==> src/rtl/vector_dram_arbiter_if.sv <==
// Bundle of the LSU, DMA and RAM-side signals of the vector data RAM arbiter.
// master = requesters plus RAM model, slave = arbiter.
interface vector_dram_arbiter_if;
  // Handshakes: lsu_req holds a beat until lsu_gnt; dma_req holds a burst until dma_ack;
  // dma_beat marks the cycle dma_wdata is consumed; *_rvalid is a one-cycle, unstallable strobe.
  logic          lsu_req;
  logic          lsu_we;
  logic [0:31]   lsu_addr;
  logic [0:127]  lsu_wdata;
  logic [0:15]   lsu_be;
  logic          lsu_gnt;
  logic          lsu_rvalid;
  logic [0:127]  lsu_rdata;
  logic          dma_req;
  logic          dma_we;
  logic [0:31]   dma_addr;
  logic [0:3]    dma_len;
  logic          dma_ack;
  logic          dma_busy;
  logic          dma_beat;
  logic [0:127]  dma_wdata;
  logic          dma_rvalid;
  logic [0:127]  dma_rdata;
  logic          dma_done;
  logic          mem_cs;
  logic          mem_rw;
  logic [0:31]   mem_addr;
  logic [0:127]  mem_wdata;
  logic [0:15]   mem_we;
  logic [0:127]  mem_rdata;
  logic          dbg_state;

  modport master (
    output lsu_req, lsu_we, lsu_addr, lsu_wdata, lsu_be,
    input  lsu_gnt, lsu_rvalid, lsu_rdata,
    output dma_req, dma_we, dma_addr, dma_len, dma_wdata,
    input  dma_ack, dma_busy, dma_beat, dma_rvalid, dma_rdata, dma_done,
    input  mem_cs, mem_rw, mem_addr, mem_wdata, mem_we,
    output mem_rdata,
    input  dbg_state
  );

  modport slave (
    input  lsu_req, lsu_we, lsu_addr, lsu_wdata, lsu_be,
    output lsu_gnt, lsu_rvalid, lsu_rdata,
    input  dma_req, dma_we, dma_addr, dma_len, dma_wdata,
    output dma_ack, dma_busy, dma_beat, dma_rvalid, dma_rdata, dma_done,
    output mem_cs, mem_rw, mem_addr, mem_wdata, mem_we,
    input  mem_rdata,
    output dbg_state
  );
endinterface

==> src/rtl/vector_dram_arbiter.sv <==
// Arbitrates the single-port 128-bit vector RAM between LSU single beats and DMA bursts,
// with bounded LSU pre-emption of an active burst and owner-tagged 1-cycle read return.
module vector_dram_arbiter #(
  parameter int MAX_WAIT = 4,
  parameter int WAIT_W   = 4
) (
  input logic             clk,
  input logic             rst_b,
  vector_dram_arbiter_if.slave bus
);

  typedef enum logic {IDLE = 1'b0, BURST = 1'b1} state_t;

  localparam logic [31:0] LINE_MASK = 32'hFFFF_FFF0;

  state_t            state_q, state_d;
  logic [0:31]       base_q;
  logic [3:0]        len_q;
  logic              dir_we_q;
  logic [3:0]        beat_cnt_q;
  logic [WAIT_W-1:0] wait_cnt_q;
  logic              done_q;
  logic              lsu_rd_q;
  logic              dma_rd_q;

  logic              lsu_win;
  logic              last_beat;
  logic              lsu_gnt;
  logic              dma_beat;
  logic              dma_ack;
  logic [0:31]       dma_cur_addr;

  assign lsu_win      = bus.lsu_req && (wait_cnt_q < WAIT_W'(MAX_WAIT));
  assign last_beat    = (beat_cnt_q == len_q);
  assign dma_cur_addr = base_q + {24'b0, beat_cnt_q, 4'b0};

  always_ff @(posedge clk) begin
    if (!rst_b) state_q <= IDLE;
    else        state_q <= state_d;
  end

  always_comb begin
    state_d = state_q;
    case (state_q)
      IDLE:    if (bus.dma_req) state_d = BURST;
      BURST:   if (dma_beat && last_beat) state_d = IDLE;
      default: state_d = IDLE;
    endcase
  end

  // The accept cycle never carries a DMA beat, so the LSU owns the RAM whenever IDLE.
  always_comb begin
    lsu_gnt  = 1'b0;
    dma_beat = 1'b0;
    dma_ack  = 1'b0;
    case (state_q)
      IDLE: begin
        lsu_gnt = bus.lsu_req;
        dma_ack = bus.dma_req;
      end
      BURST: begin
        lsu_gnt  = lsu_win;
        dma_beat = !lsu_win;
      end
      default: ;
    endcase
  end

  always_comb begin
    bus.mem_cs    = 1'b0;
    bus.mem_rw    = 1'b0;
    bus.mem_addr  = '0;
    bus.mem_wdata = '0;
    bus.mem_we    = '0;
    if (lsu_gnt) begin
      bus.mem_cs    = 1'b1;
      bus.mem_rw    = !bus.lsu_we;
      bus.mem_addr  = bus.lsu_addr & LINE_MASK;
      bus.mem_wdata = bus.lsu_wdata;
      bus.mem_we    = bus.lsu_we ? bus.lsu_be : 16'h0000;
    end else if (dma_beat) begin
      bus.mem_cs    = 1'b1;
      bus.mem_rw    = !dir_we_q;
      bus.mem_addr  = dma_cur_addr;
      bus.mem_wdata = bus.dma_wdata;
      bus.mem_we    = dir_we_q ? 16'hFFFF : 16'h0000;
    end
  end

  always_ff @(posedge clk) begin
    if (!rst_b) begin
      base_q     <= '0;
      len_q      <= '0;
      dir_we_q   <= 1'b0;
      beat_cnt_q <= '0;
      wait_cnt_q <= '0;
      done_q     <= 1'b0;
      lsu_rd_q   <= 1'b0;
      dma_rd_q   <= 1'b0;
    end else begin
      done_q   <= dma_beat && last_beat;
      lsu_rd_q <= lsu_gnt && !bus.lsu_we;
      dma_rd_q <= dma_beat && !dir_we_q;
      if (dma_ack) begin
        base_q     <= bus.dma_addr & LINE_MASK;
        len_q      <= bus.dma_len;
        dir_we_q   <= bus.dma_we;
        beat_cnt_q <= '0;
        wait_cnt_q <= '0;
      end else if (state_q == BURST) begin
        if (lsu_win) begin
          wait_cnt_q <= wait_cnt_q + WAIT_W'(1);
        end else begin
          wait_cnt_q <= '0;
          beat_cnt_q <= beat_cnt_q + 4'd1;
        end
      end
    end
  end

  assign bus.lsu_gnt    = lsu_gnt;
  assign bus.dma_beat   = dma_beat;
  assign bus.dma_ack    = dma_ack;
  assign bus.dma_busy   = (state_q == BURST);
  assign bus.dma_done   = done_q;
  assign bus.lsu_rvalid = lsu_rd_q;
  assign bus.dma_rvalid = dma_rd_q;
  assign bus.lsu_rdata  = lsu_rd_q ? bus.mem_rdata : '0;
  assign bus.dma_rdata  = dma_rd_q ? bus.mem_rdata : '0;
  assign bus.dbg_state  = state_q;

endmodule

==> src/flat_wrapper.sv <==
// flat-port wrapper written by rule: the top's interface ports become plain ports
module vector_dram_arbiter_flat 
#(
  parameter int MAX_WAIT = 4,
  parameter int WAIT_W   = 4
)
  (clk, rst_b, bus_lsu_req, bus_lsu_we, bus_lsu_addr, bus_lsu_wdata, bus_lsu_be, bus_lsu_gnt, bus_lsu_rvalid, bus_lsu_rdata, bus_dma_req, bus_dma_we, bus_dma_addr, bus_dma_len, bus_dma_wdata, bus_dma_ack, bus_dma_busy, bus_dma_beat, bus_dma_rvalid, bus_dma_rdata, bus_dma_done, bus_mem_cs, bus_mem_rw, bus_mem_addr, bus_mem_wdata, bus_mem_we, bus_mem_rdata, bus_dbg_state);
  vector_dram_arbiter_if bus_i ();
  input logic clk;
  input logic rst_b;
  input wire logic [$bits(bus_i.lsu_req)-1:0] bus_lsu_req;
  input wire logic [$bits(bus_i.lsu_we)-1:0] bus_lsu_we;
  input wire logic [$bits(bus_i.lsu_addr)-1:0] bus_lsu_addr;
  input wire logic [$bits(bus_i.lsu_wdata)-1:0] bus_lsu_wdata;
  input wire logic [$bits(bus_i.lsu_be)-1:0] bus_lsu_be;
  output wire logic [$bits(bus_i.lsu_gnt)-1:0] bus_lsu_gnt;
  output wire logic [$bits(bus_i.lsu_rvalid)-1:0] bus_lsu_rvalid;
  output wire logic [$bits(bus_i.lsu_rdata)-1:0] bus_lsu_rdata;
  input wire logic [$bits(bus_i.dma_req)-1:0] bus_dma_req;
  input wire logic [$bits(bus_i.dma_we)-1:0] bus_dma_we;
  input wire logic [$bits(bus_i.dma_addr)-1:0] bus_dma_addr;
  input wire logic [$bits(bus_i.dma_len)-1:0] bus_dma_len;
  input wire logic [$bits(bus_i.dma_wdata)-1:0] bus_dma_wdata;
  output wire logic [$bits(bus_i.dma_ack)-1:0] bus_dma_ack;
  output wire logic [$bits(bus_i.dma_busy)-1:0] bus_dma_busy;
  output wire logic [$bits(bus_i.dma_beat)-1:0] bus_dma_beat;
  output wire logic [$bits(bus_i.dma_rvalid)-1:0] bus_dma_rvalid;
  output wire logic [$bits(bus_i.dma_rdata)-1:0] bus_dma_rdata;
  output wire logic [$bits(bus_i.dma_done)-1:0] bus_dma_done;
  output wire logic [$bits(bus_i.mem_cs)-1:0] bus_mem_cs;
  output wire logic [$bits(bus_i.mem_rw)-1:0] bus_mem_rw;
  output wire logic [$bits(bus_i.mem_addr)-1:0] bus_mem_addr;
  output wire logic [$bits(bus_i.mem_wdata)-1:0] bus_mem_wdata;
  output wire logic [$bits(bus_i.mem_we)-1:0] bus_mem_we;
  input wire logic [$bits(bus_i.mem_rdata)-1:0] bus_mem_rdata;
  output wire logic [$bits(bus_i.dbg_state)-1:0] bus_dbg_state;
  assign bus_i.lsu_req = bus_lsu_req;
  assign bus_i.lsu_we = bus_lsu_we;
  assign bus_i.lsu_addr = bus_lsu_addr;
  assign bus_i.lsu_wdata = bus_lsu_wdata;
  assign bus_i.lsu_be = bus_lsu_be;
  assign bus_lsu_gnt = bus_i.lsu_gnt;
  assign bus_lsu_rvalid = bus_i.lsu_rvalid;
  assign bus_lsu_rdata = bus_i.lsu_rdata;
  assign bus_i.dma_req = bus_dma_req;
  assign bus_i.dma_we = bus_dma_we;
  assign bus_i.dma_addr = bus_dma_addr;
  assign bus_i.dma_len = bus_dma_len;
  assign bus_i.dma_wdata = bus_dma_wdata;
  assign bus_dma_ack = bus_i.dma_ack;
  assign bus_dma_busy = bus_i.dma_busy;
  assign bus_dma_beat = bus_i.dma_beat;
  assign bus_dma_rvalid = bus_i.dma_rvalid;
  assign bus_dma_rdata = bus_i.dma_rdata;
  assign bus_dma_done = bus_i.dma_done;
  assign bus_mem_cs = bus_i.mem_cs;
  assign bus_mem_rw = bus_i.mem_rw;
  assign bus_mem_addr = bus_i.mem_addr;
  assign bus_mem_wdata = bus_i.mem_wdata;
  assign bus_mem_we = bus_i.mem_we;
  assign bus_i.mem_rdata = bus_mem_rdata;
  assign bus_dbg_state = bus_i.dbg_state;
  vector_dram_arbiter #(.MAX_WAIT(MAX_WAIT), .WAIT_W(WAIT_W)) u_core (.clk(clk), .rst_b(rst_b), .bus(bus_i));
endmodule
==> config.mk <==
export PLATFORM = sky130hd
export DESIGN_NAME = vector_dram_arbiter_flat
export DESIGN_NICKNAME = d
export VERILOG_FILES = /design/src/rtl/vector_dram_arbiter_if.sv /design/src/rtl/vector_dram_arbiter.sv /design/src/flat_wrapper.sv
export SDC_FILE = /design/constraint.sdc
export NUM_CORES = 1
export LEC_CHECK = 0
export CAP_MARGIN = 10
export CORE_AREA = 2 2 352 354
export CTS_CLUSTER_DIAMETER = 200
export CTS_CLUSTER_SIZE = 10
export DETAILED_ROUTE_END_ITERATION = 10
export DIE_AREA = 0 0 354 356
export GPL_TIMING_DRIVEN = 0
export SLEW_MARGIN = 5
export SYNTH_ARGS = -nofsm -noshare
export SYNTH_HDL_FRONTEND = slang
export SYNTH_SLANG_ARGS = --single-unit
==> constraint.sdc <==
create_clock -name clk -period 2.75 [get_ports clk]
set_input_delay 0.4125 -clock clk [delete_from_list [all_inputs] [get_ports clk]]
set_output_delay 0.4125 -clock clk [all_outputs]
set_load 0.05 [all_outputs]
==> results of run 1 <==
## area by class of cell
type                    instances  area (µm²)
repair buffers                917        8680
inverters                       8        36.3
clock buffers                   5         125
multi-input cells             934        5350
plain buffers                  99         774
flip-flops and latches         45         938
well taps                    1637        2050
clock inverters                 3        28.8
diodes                         15        37.5
fillers                     14253      105000
## cells in the mapped netlist (2+ instances only)
cell type,number,share of area [%]
nand4_1,9,0.90
clkbuf_1,82,4.9
buf_4,5,0.60
inv_2,2,0.12
nand3_1,169,14
xor2_1,22,3.1
nor2_1,10,0.60
buf_2,13,1.0
xnor2_1,11,1.5
o21ai_0,18,1.4
and4_1,3,0.42
nand2_1,335,20
nor3_1,5,0.40
inv_1,5,0.30
mux2i_1,2,0.32
dfxtp_1,45,14
and3_1,6,0.60
a21o_1,17,2.0
ha_1,6,1.2
a21oi_1,37,3.0
and2_1,257,26
o21ai_2,8,1.1
buf_1,2,0.12
a211oi_1,2,0.24
## per-layer routing
layer,vias up,track usage [%]
li1,5352,-
met1,5640,22.3
met2,773,28.4
met3,132,3.13
met4,26,3.25
met5,-,0
## placed cells by master (no fill, tap or decap), types with 29 or more instances in the layout
| master | synthesis | final |
|---|---|---|
| and2_1 | 257 | 256 |
| buf_6 | 0 | 52 |
| buf_2 | 13 | 64 |
| clkdlybuf4s50_1 | 0 | 486 |
| dfxtp_1 | 45 | 29 |
| dlymetal6s2s_1 | 0 | 45 |
| nand3_1 | 169 | 157 |
| dlygate4sd2_1 | 0 | 183 |
| a21oi_1 | 37 | 36 |
| buf_4 | 5 | 70 |
| nand2_1 | 335 | 311 |
## logic make-up (layout without fill, tap and decap cells)
logic type,Yosys count,after routing,synth area share [%]
AO/OA/AOI/OAI,87,87,8.56
adder cells (fa/ha/maj),7,7,1.52
AND/OR/NAND/NOR,801,801,63.4
buffers and inverters,110,1032,7.16
XOR/XNOR,33,33,4.62
flip-flops,45,45,14.4
multiplexers,2,2,0.320
other,1,19,0.0599
## report_power, final
| group | leakage, nW | internal [mW] | switching, mW |
|---|---|---|---|
| combinational | 8.42 | 1.37 | 2.79 |
| clock | 0.0768 | 0.352 | 0.326 |
| sequential | 0.377 | 0.685 | 0.0583 |
| total | 8.87 | 2.40 | 3.17 |
## worst paths after layout
check	from	endpoint	slack [ns]	depth (start not counted)
max	u_core.beat_cnt_q[0]	bus_mem_addr[24]	-0.05	9
min	u_core.base_q[2]	u_core.base_q[2]	0.48	2
max reg2reg	u_core.bus.dbg_state	u_core.base_q[23]	0.72	7
min reg2reg	u_core.base_q[2]	u_core.base_q[2]	0.48	2
## worst register-to-register path, cell delays in order, from the launching register on
cell      delay (ns)
dfxtp_4         0.41
buf_4           0.22
nand2b_1        0.12
buf_2           0.25
clkinv_2        0.31
clkbuf_1        0.34
nand2_1         0.17
a21oi_1         0.07
## through the flow
step	hold WS [ns]	cell area (µm²)	utilization, %	instances
detailed placement	0.469	17400	14.2	3630
global placement	0.465	17400	14.2	3629
global route	0.495	18000	14.7	3653
finish	0.477	18000	14.7	3663
floorplan	0.416	6280	-	1089
CTS	0.480	17700	14.4	3646
## what timing repair did
action                                  4_1_cts  5_1_grt
pin swaps                                    21       17
setup buffers                                 8        3
gates resized for setup                    1363      184
gates cloned                                  2        0
endpoints found under the setup margin      431      166
## registers in the layout, indices dropped and copies added (netlist names)
register and count:
u_core.bus.dma_done 1, u_core.len_q 4, u_core.bus.lsu_rvalid 1, u_core.bus.dma_rvalid 1, u_core.wait_cnt_q 4, u_core.dir_we_q 1
u_core.base_q 28, u_core.beat_cnt_q 4, u_core.bus.dbg_state 1
==> summary.txt, run 1 <==
Routed WL per cell = 30.6 µm
outcome = complete, but fails checks
Slew headroom = 47.1%
Startpoint Class = flip-flop
Reg clk slew, reported paths = 0.08 ns
initial antenna violation count = 77
crit path buf inv count = 2
Worst Tran Pin Value = 0.796 ns
Num CTS Buffers = 5
gr ovfl total = 0
total of max-cap violations = 0
failing checks = setup timing
Pwr Total = 5.58 mW
Hold WC Path Type = flip-flop to flip-flop
Final Hold Fails = 0
Worst Clk Skew = 0.00741 ns
Max clock buf depth = 2
Pre-antenna DRT Iters = 5
FMAX = 0.357 GHz
via count = 11923
Root Driver = clkbuf_16
Async S/R FF share, synth = 0%
Initial Util = 5.10%
TritonCTS clock tree = built
Die Width = 354 µm
period utilization = 102%
CORE AREA = 123000 µm²
Post-synth EDFFs = 0
Hold Buf Count CTS = 0
layout cells sized above 1 = 18.8%
via/cell ratio = 3.25
Final GP Congestion = 0.987
DRC violations left = 0
DIE HEIGHT = 356 µm
static leakage = 8.87 nW
met2 routed WL = 52500 µm
Worst path top cell family by delay = adder cells
Tmin final = 2.80 ns
clk_lat worst skew = 0.31 ns
Post-Synthesis Cells = 1086
num ports = 916
Worst Path Max Fanout = 5
largest net degree at the start of global routing = 18
PnR worst setup slack = -0.0473 ns
Post-Route WL = 112000 µm
Synth Register Bits = 45
Post-DP HPWL = 104000 µm
CTS H-tree depth = 2
synth warn = 0
Setup WS pre-CTS = -2.58 ns
GRT Util Overall = 16.8%
total clock sinks = 45
ys flop type = dfxtp_1
Area Overhead vs Synth = 188%
Worst EP arrival = 2.38 ns
Top Metal Used = met5
Crit path largest cell delay = 0.40 ns
Post-Synthesis Cell Area = 6260 µm²
first-pass GRT wire length = 135000 µm
Rows = 129
WL met1 = 49500 µm
unrepaired setup endpoints after global routing = true
port bufs = 903
CP required = 2.34 ns
Final Max Slew Viols = 0
slowest library cell on the worst path = fa_2
maximum vdd ir drop = 0.000239 V
vias in the first global route = 11335
Final #Nets = 2491
CP endpoint kind = output port
P per Cell Area = 310 nW/µm²
met3 WL = 7450 µm
Final Setup Violations = 2
sequential-to-total area share from yosys stat = 14.4%
die area = 126000 µm²
average size of a mapped cell = 5.76 µm²
worst path cell trace = ha_4 -> fa_2 -> a211oi_4 -> nor2_4 -> buf_8 -> nand4_1 -> xor2_1 -> o21ai_2 -> buf_6
WS Path Type = flip-flop to output port
setup TNS = -0.0581 ns
remaining antenna violation count = 0
Detailed Route Iter0 Violations = 865
Unique masters post-synth = 39
Power figures use the tool's default switching activity.
==> inputs of run 2 (changes only) <==
--- a/config.mk
+++ b/config.mk
@@ -5,7 +5,6 @@
 export SDC_FILE = /design/constraint.sdc
 export NUM_CORES = 1
 export LEC_CHECK = 0
-export CAP_MARGIN = 10
 export CORE_AREA = 2 2 352 354
 export CTS_CLUSTER_DIAMETER = 200
 export CTS_CLUSTER_SIZE = 10
==> run 2 against run 1 <==
Net effect:
- the run still ends with setup timing left
- final cell count unchanged
- power is 1.0% lower
- critical path depth stayed put
- worst setup slack improved by 0.0096 ns
- critical endpoint unchanged
- count of clock-buffer cells in the layout stayed put
==> summary.txt, run 2 (synthesis results as in run 1) <==
crit path buf inv count = 2
worst path cell trace = ha_4 -> fa_2 -> a211oi_4 -> nor2_4 -> buf_8 -> nand4_1 -> xor2_1 -> o21ai_2 -> buf_6
vias in the first global route = 11186
Fin Hold WS = 0.478 ns
Worst path top cell family by delay = adder cells
Post-Route WL = 112000 µm
port bufs = 903
Pre-antenna DRT Iters = 5
Cell Count, Final, Fillers Out = 3663
Routed WL per cell = 30.6 µm
commonest cells after routing, fill and taps aside = 486 x clkdlybuf4s50_1, 311 x nand2_1, 256 x and2_1
slowest library cell on the worst path = fa_2
Num CTS Buffers = 5
commonest non-fill, non-tap cell in the layout = clkdlybuf4s50_1
clk_lat worst skew = 0.30 ns
total of max-cap violations = 0
unrepaired setup endpoints after global routing = true
P per Cell Area = 309 nW/µm²
failing checks = setup timing
CORE AREA = 123000 µm²
DRC violations left = 0
Final Hold Fails = 0
CTS H-tree depth = 2
Root Driver = clkbuf_16
Final Max Slew Viols = 0
sequential standard cell area = 922 µm²
Final Setup Violations = 1
Biggest register = u_core.base_q
Die Width = 354 µm
DIE HEIGHT = 356 µm
Rows = 129
Max clock buf depth = 2
largest net degree at the start of global routing = 17
Worst Clk Skew = 0.00525 ns
Worst EP arrival = 2.38 ns
dpl cells = 3629
total clock sinks = 45
FMAX = 0.359 GHz
layout cells sized above 1 = 18.8%
Worst Tran Pin Value = 0.800 ns
num ports = 916
Tmin final = 2.79 ns
period utilization = 101%
Reg clk slew, reported paths = 0.07 ns
placed cell area = 17400 µm²
Pwr Total = 5.52 mW
outcome = complete, but fails checks
maximum vdd ir drop = 0.000230 V
static leakage = 8.80 nW
PnR worst setup slack = -0.0377 ns
via/cell ratio = 3.24
multi-input combinational cell area = 5310 µm²
remaining antenna violation count = 0
die area = 126000 µm²
fin area = 17900 µm²
Final #Nets = 2493
TritonCTS clock tree = built
Worst Path Max Fanout = 5
GRT Util Overall = 16.8%
Slew headroom = 46.9%
Largest register FFs = 28
Detailed Route Iter0 Violations = 836
Area Overhead vs Synth = 185%
first-pass GRT wire length = 135000 µm
Startpoint Class = flip-flop
Initial Util = 5.10%
Filler cells = 14225
CP endpoint kind = output port
Hold WC Path Type = flip-flop to flip-flop
CP required = 2.34 ns
via count = 11869
initial antenna violation count = 78
Crit path largest cell delay = 0.38 ns
Post-DP HPWL = 103000 µm
Final GP Congestion = 0.987
WS Path Type = flip-flop to output port
gr ovfl total = 0
==> run 2: cell count changes in the layout (fill, tap and decap cells not counted), moves of 3 or more <==
cell             previous run  this run
buf_6                      52        36
buf_2                      64        67
dfxtp_4                     7         2
clkbuf_2                   28        32
clkdlybuf4s15_2            12        15
buf_8                       8         5
dfxtp_1                    29        32
buf_4                      70        84
==> run 2: per-layer routing <==
metal  track usage [%]  part of all wire [%]
met3              3.73                   7.6
met4              2.92                   2.2
met1              22.0                    43
met5                 0                  0.19
met2              28.4                    47
==> run 2: path summary, 6_finish.rpt <==
| check | from | to | slack, ns | cells after the start |
|---|---|---|---|---|
| max | u_core.base_q[27] | bus_mem_addr[24] | -0.04 | 9 |
| min | u_core.len_q[0] | u_core.len_q[0] | 0.48 | 2 |
| max reg2reg | u_core.bus.dbg_state | u_core.base_q[23] | 0.97 | 6 |
| min reg2reg | u_core.len_q[0] | u_core.len_q[0] | 0.48 | 2 |
==> run 2: timing repair <==
item,CTS,global route
setup endpoints to repair,431,152
resized for setup,1310,180
cloned,2,0
pin swaps,22,13
hold buffers,0,0
setup buffers,11,3
==> run 2: final cells by class <==
class	count	area share, %
repair buffers	919	48.3
multi-input cells	934	29.7
well taps	1637	11.5
flip-flops and latches	45	5.17
plain buffers	99	4.16
clock buffers	5	0.701
inverters	8	0.210
diodes	13	0.182
clock inverters	3	0.140
==> run 2: worst reg2reg max path, cell delays in order, from the launching register on <==
cell      delay (ns)
dfxtp_4         0.50
nand2b_1        0.14
buf_2           0.26
clkinv_2        0.22
clkbuf_1        0.30
nand2_1         0.16
a21oi_1         0.07
==> run 2: power by group <==
part / switching (mW) / leakage (nW) / internal, mW
registers: 0.0614 / 0.375 / 0.688
clock network: 0.311 / 0.0705 / 0.343
logic: 2.78 / 8.36 / 1.34
total: 3.15 / 8.80 / 2.37
==> run 2: per-stage QoR <==
step | utilization, % | TNS, ns | setup WS, ns
floorplan | - | -0.0411 | -0.0265
global placement | 14.2 | -322.97 | -2.53
detailed placement | 14.2 | -326.68 | -2.60
CTS | 14.4 | -0.434 | -0.0923
global route | 14.5 | -0.245 | -0.0752
finish | 14.6 | -0.0377 | -0.0377
==> inputs of run 3 (changes only) <==
--- a/config.mk
+++ b/config.mk
@@ -5,11 +5,12 @@
 export SDC_FILE = /design/constraint.sdc
 export NUM_CORES = 1
 export LEC_CHECK = 0
-export CORE_AREA = 2 2 352 354
+export ABC_AREA = 1
+export CORE_AREA = 5 5 356 358
 export CTS_CLUSTER_DIAMETER = 200
 export CTS_CLUSTER_SIZE = 10
 export DETAILED_ROUTE_END_ITERATION = 10
-export DIE_AREA = 0 0 354 356
+export DIE_AREA = 0 0 361 363
 export GPL_TIMING_DRIVEN = 0
 export SLEW_MARGIN = 5
 export SYNTH_ARGS = -nofsm -noshare
==> run 3 against run 2 <==
Net effect:
- the run now ends clean
- worst setup slack gained 0.076 ns
- synthesized cell count grew 12%
- global-route usage shrank 0.67 points
- power grew 0.50%
- die area grew 4.0%
==> summary.txt, run 3 <==
outcome = complete, no violations
GRT Util Overall = 16.2%
via/cell ratio = 3.24
Reg clk slew, reported paths = 0.08 ns
average size of a mapped cell = 5.20 µm²
Min-Delay Endpoint = u_core.wait_cnt_q[3]
Async S/R FF share, synth = 0%
maximum vdd ir drop = 0.000215 V
Post-synth EDFFs = 0
initial antenna violation count = 99
leading area contributor after synthesis = nand2_1
clk_lat worst skew = 0.31 ns
Pre-antenna DRT Iters = 5
cell-internal power = 2.41 mW
Worst Path Max Fanout = 10
DRC violations left = 0
Rows = 129
Area Overhead vs Synth = 173%
Post-Route WL = 113000 µm
TritonCTS clock tree = built
placed cell area = 17400 µm²
worst path cell trace = clkbuf_2 -> nand2_1 -> inv_1 -> clkdlybuf4s50_1
Final Max Slew Viols = 0
Cell Count, Final, Fillers Out = 3797
most common cell in the netlist = nand2_1
num ports = 916
Hold WC Path Type = flip-flop to flip-flop
commonest cells after routing, fill and taps aside = 484 x clkdlybuf4s50_1, 408 x nand2_1, 289 x inv_1
Detailed Route Iter0 Violations = 1024
CORE AREA = 123000 µm²
FMAX = 0.369 GHz
port bufs = 902
slowest library cell on the worst path = clkdlybuf4s50_1
largest net degree at the start of global routing = 17
Biggest register = u_core.base_q
die area = 131000 µm²
Crit path largest cell delay = 0.82 ns
Die Width = 361 µm
P per Cell Area = 322 nW/µm²
Filler cells = 14411
sequential-to-total area share from yosys stat = 14.3%
worst hold stages = 2
Final Hold Fails = 0
Final #Nets = 2606
period utilization = 98.6%
remaining antenna violation count = 0
Num CTS Buffers = 5
Crit Reg-Reg Startpoint = u_core.bus.dbg_state
Final GP Congestion = 0.972
Post-Synthesis Cells = 1211
crit path buf inv count = 3
Hold Buf Count CTS = 0
ranking of synthesized cells by area = nand2_1 25%, a22o_1 18%, inv_1 17%, dfxtp_1 14%, nor2_1 5.5%
Largest register FFs = 28
Post-DP HPWL = 106000 µm
Sw Ratio = 56.5%
layout cells sized above 1 = 17.2%
CTS H-tree depth = 2
Pwr Total = 5.55 mW
static leakage = 9.42 nW
Worst Clk Skew = 0.00956 ns
WS Path Type = flip-flop to output port
Synth Register Bits = 45
R2R Path End = u_core.base_q[16]
Yosys top cell area share = 25.0%
gr ovfl total = 0
switching pwr = 3.14 mW
Reg2Reg Depth = 6
Worst EP arrival = 2.30 ns
Unique masters post-synth = 27
Max clock buf depth = 2
most frequent cells after synthesis = 419 x nand2_1, 291 x inv_1, 130 x a22o_1, 92 x nor2_1, 62 x o21ai_0
Startpoint Class = flip-flop
Worst path top cell family by delay = buffers and inverters
Worst Tran Pin Value = 1.05 ns
combinational power share = 74.2%
first-pass GRT wire length = 137000 µm
via count = 12291
Setup WS pre-CTS = -1.80 ns
PnR worst setup slack = 0.0388 ns
DIE HEIGHT = 363 µm
Slew headroom = 29.8%
CP required = 2.34 ns
synth warn = 0
Post-Synthesis Cell Area = 6300 µm²
setup TNS = 0 ns
Final Setup Violations = 0
commonest non-fill, non-tap cell in the layout = clkdlybuf4s50_1
Root Driver = clkbuf_16
Flop pwr share = 13.7%
Initial Util = 5.12%
register-to-register setup slack = 1.04 ns
Routed WL per cell = 29.7 µm
vias in the first global route = 11825
Clk pwr share = 12.1%
ys flop type = dfxtp_1
total of max-cap violations = 0
CP endpoint kind = output port
total clock sinks = 45
dpl cells = 3753
Tmin final = 2.71 ns
Hold Path Origin = u_core.wait_cnt_q[3]
unrepaired setup endpoints after global routing = false
fin area = 17200 µm²
-- run 3: cell types whose count changed after synthesis, moves of 17 or more --
cell	previous run	this run
a21o_1	17	0
a21oi_1	37	16
a22o_1	0	130
and2_1	257	0
buf_2	13	30
clkbuf_1	82	47
inv_1	5	291
nand2_1	335	419
nand3_1	169	36
nor2_1	10	92
o21ai_0	18	62
xor2_1	22	5
-- run 3: final cells by class --
type | instances | area [µm²] | share of cell area [%]
clock buffer | 5 | 125 | 0.726
inverter | 294 | 1110 | 6.43
multi-input combinational | 793 | 4080 | 23.7
antenna | 34 | 85.1 | 0.494
tap | 1637 | 2050 | 11.9
sequential | 45 | 908 | 5.27
clock inverter | 3 | 25.0 | 0.145
timing repair buffer | 905 | 8330 | 48.4
buffer | 81 | 513 | 2.98
-- run 3: what timing repair did --
item	CTS	global route
pin swaps	3	0
setup buffers	3	0
endpoints found under the setup margin	428	145
gates resized for setup	1329	144
-- run 3: layer usage --
metal	share of wire (%)	up-vias	GRT usage, %
met5	0.32	-	0
met2	48	765	27.8
met3	12	128	8.31
met1	39	5784	18.7
li1	-	5558	-
met4	1.1	56	1.28
-- run 3: per-stage QoR --
| step | hold slack [ns] | utilization [%] |
|---|---|---|
| 6_report | 0.458 | 14.0 |
| 5_1_grt | 0.486 | 13.9 |
| 4_1_cts | 0.452 | 14.0 |
| 3_5_place_dp | 0.441 | 14.1 |
| 3_3_place_gp | 0.431 | 14.1 |
| 2_1_floorplan | 0.425 | - |
-- run 3: logic make-up (layout without fill, tap and decap cells) --
family,count (synthesis),after routing,synth area share [%]
adders and majority gates,7,7,1.51
DFF,45,45,14.3
xor gates and xnor gates,9,9,1.25
and+or+nand+nor,560,560,34.6
AOI/OAI and AO/OA,213,213,25.0
buffers and inverters,376,1288,23.3
other,1,38,0.0595
-- run 3: how the worst max path moves through the flow --
stage                          start                 to  slack (ns)  cells after the start
4_1_cts        u_core.bus.dma_rvalid  bus_dma_rdata[51]      0.0004                      5
5_1_grt        u_core.bus.lsu_rvalid  bus_lsu_rdata[54]      0.0002                      5
3_3_place_gp             bus_lsu_req  bus_mem_wdata[13]       -1.81                      8
3_5_place_dp             bus_lsu_req  bus_mem_wdata[13]       -1.80                      8
6_report       u_core.bus.lsu_rvalid   bus_lsu_rdata[1]        0.04                      4
2_1_floorplan   u_core.bus.dbg_state     bus_mem_we[10]       -0.21                      4
-- run 3: power by group through the flow --
stage	Clock [mW]	Combinational (mW)	Sequential, mW
detailed placement	0	4.27	0.771
global placement	0	4.26	0.769
CTS	0.682	4.17	0.756
floorplan	0	2.02	0.762
global route	0.706	4.28	0.765
finish	0.672	4.12	0.757
-- run 3: tightest hold or removal path, stage by stage (launching register included) --
cell     delay, ns
dfxtp_1       0.32
nand2_1       0.06
nor2_1        0.04
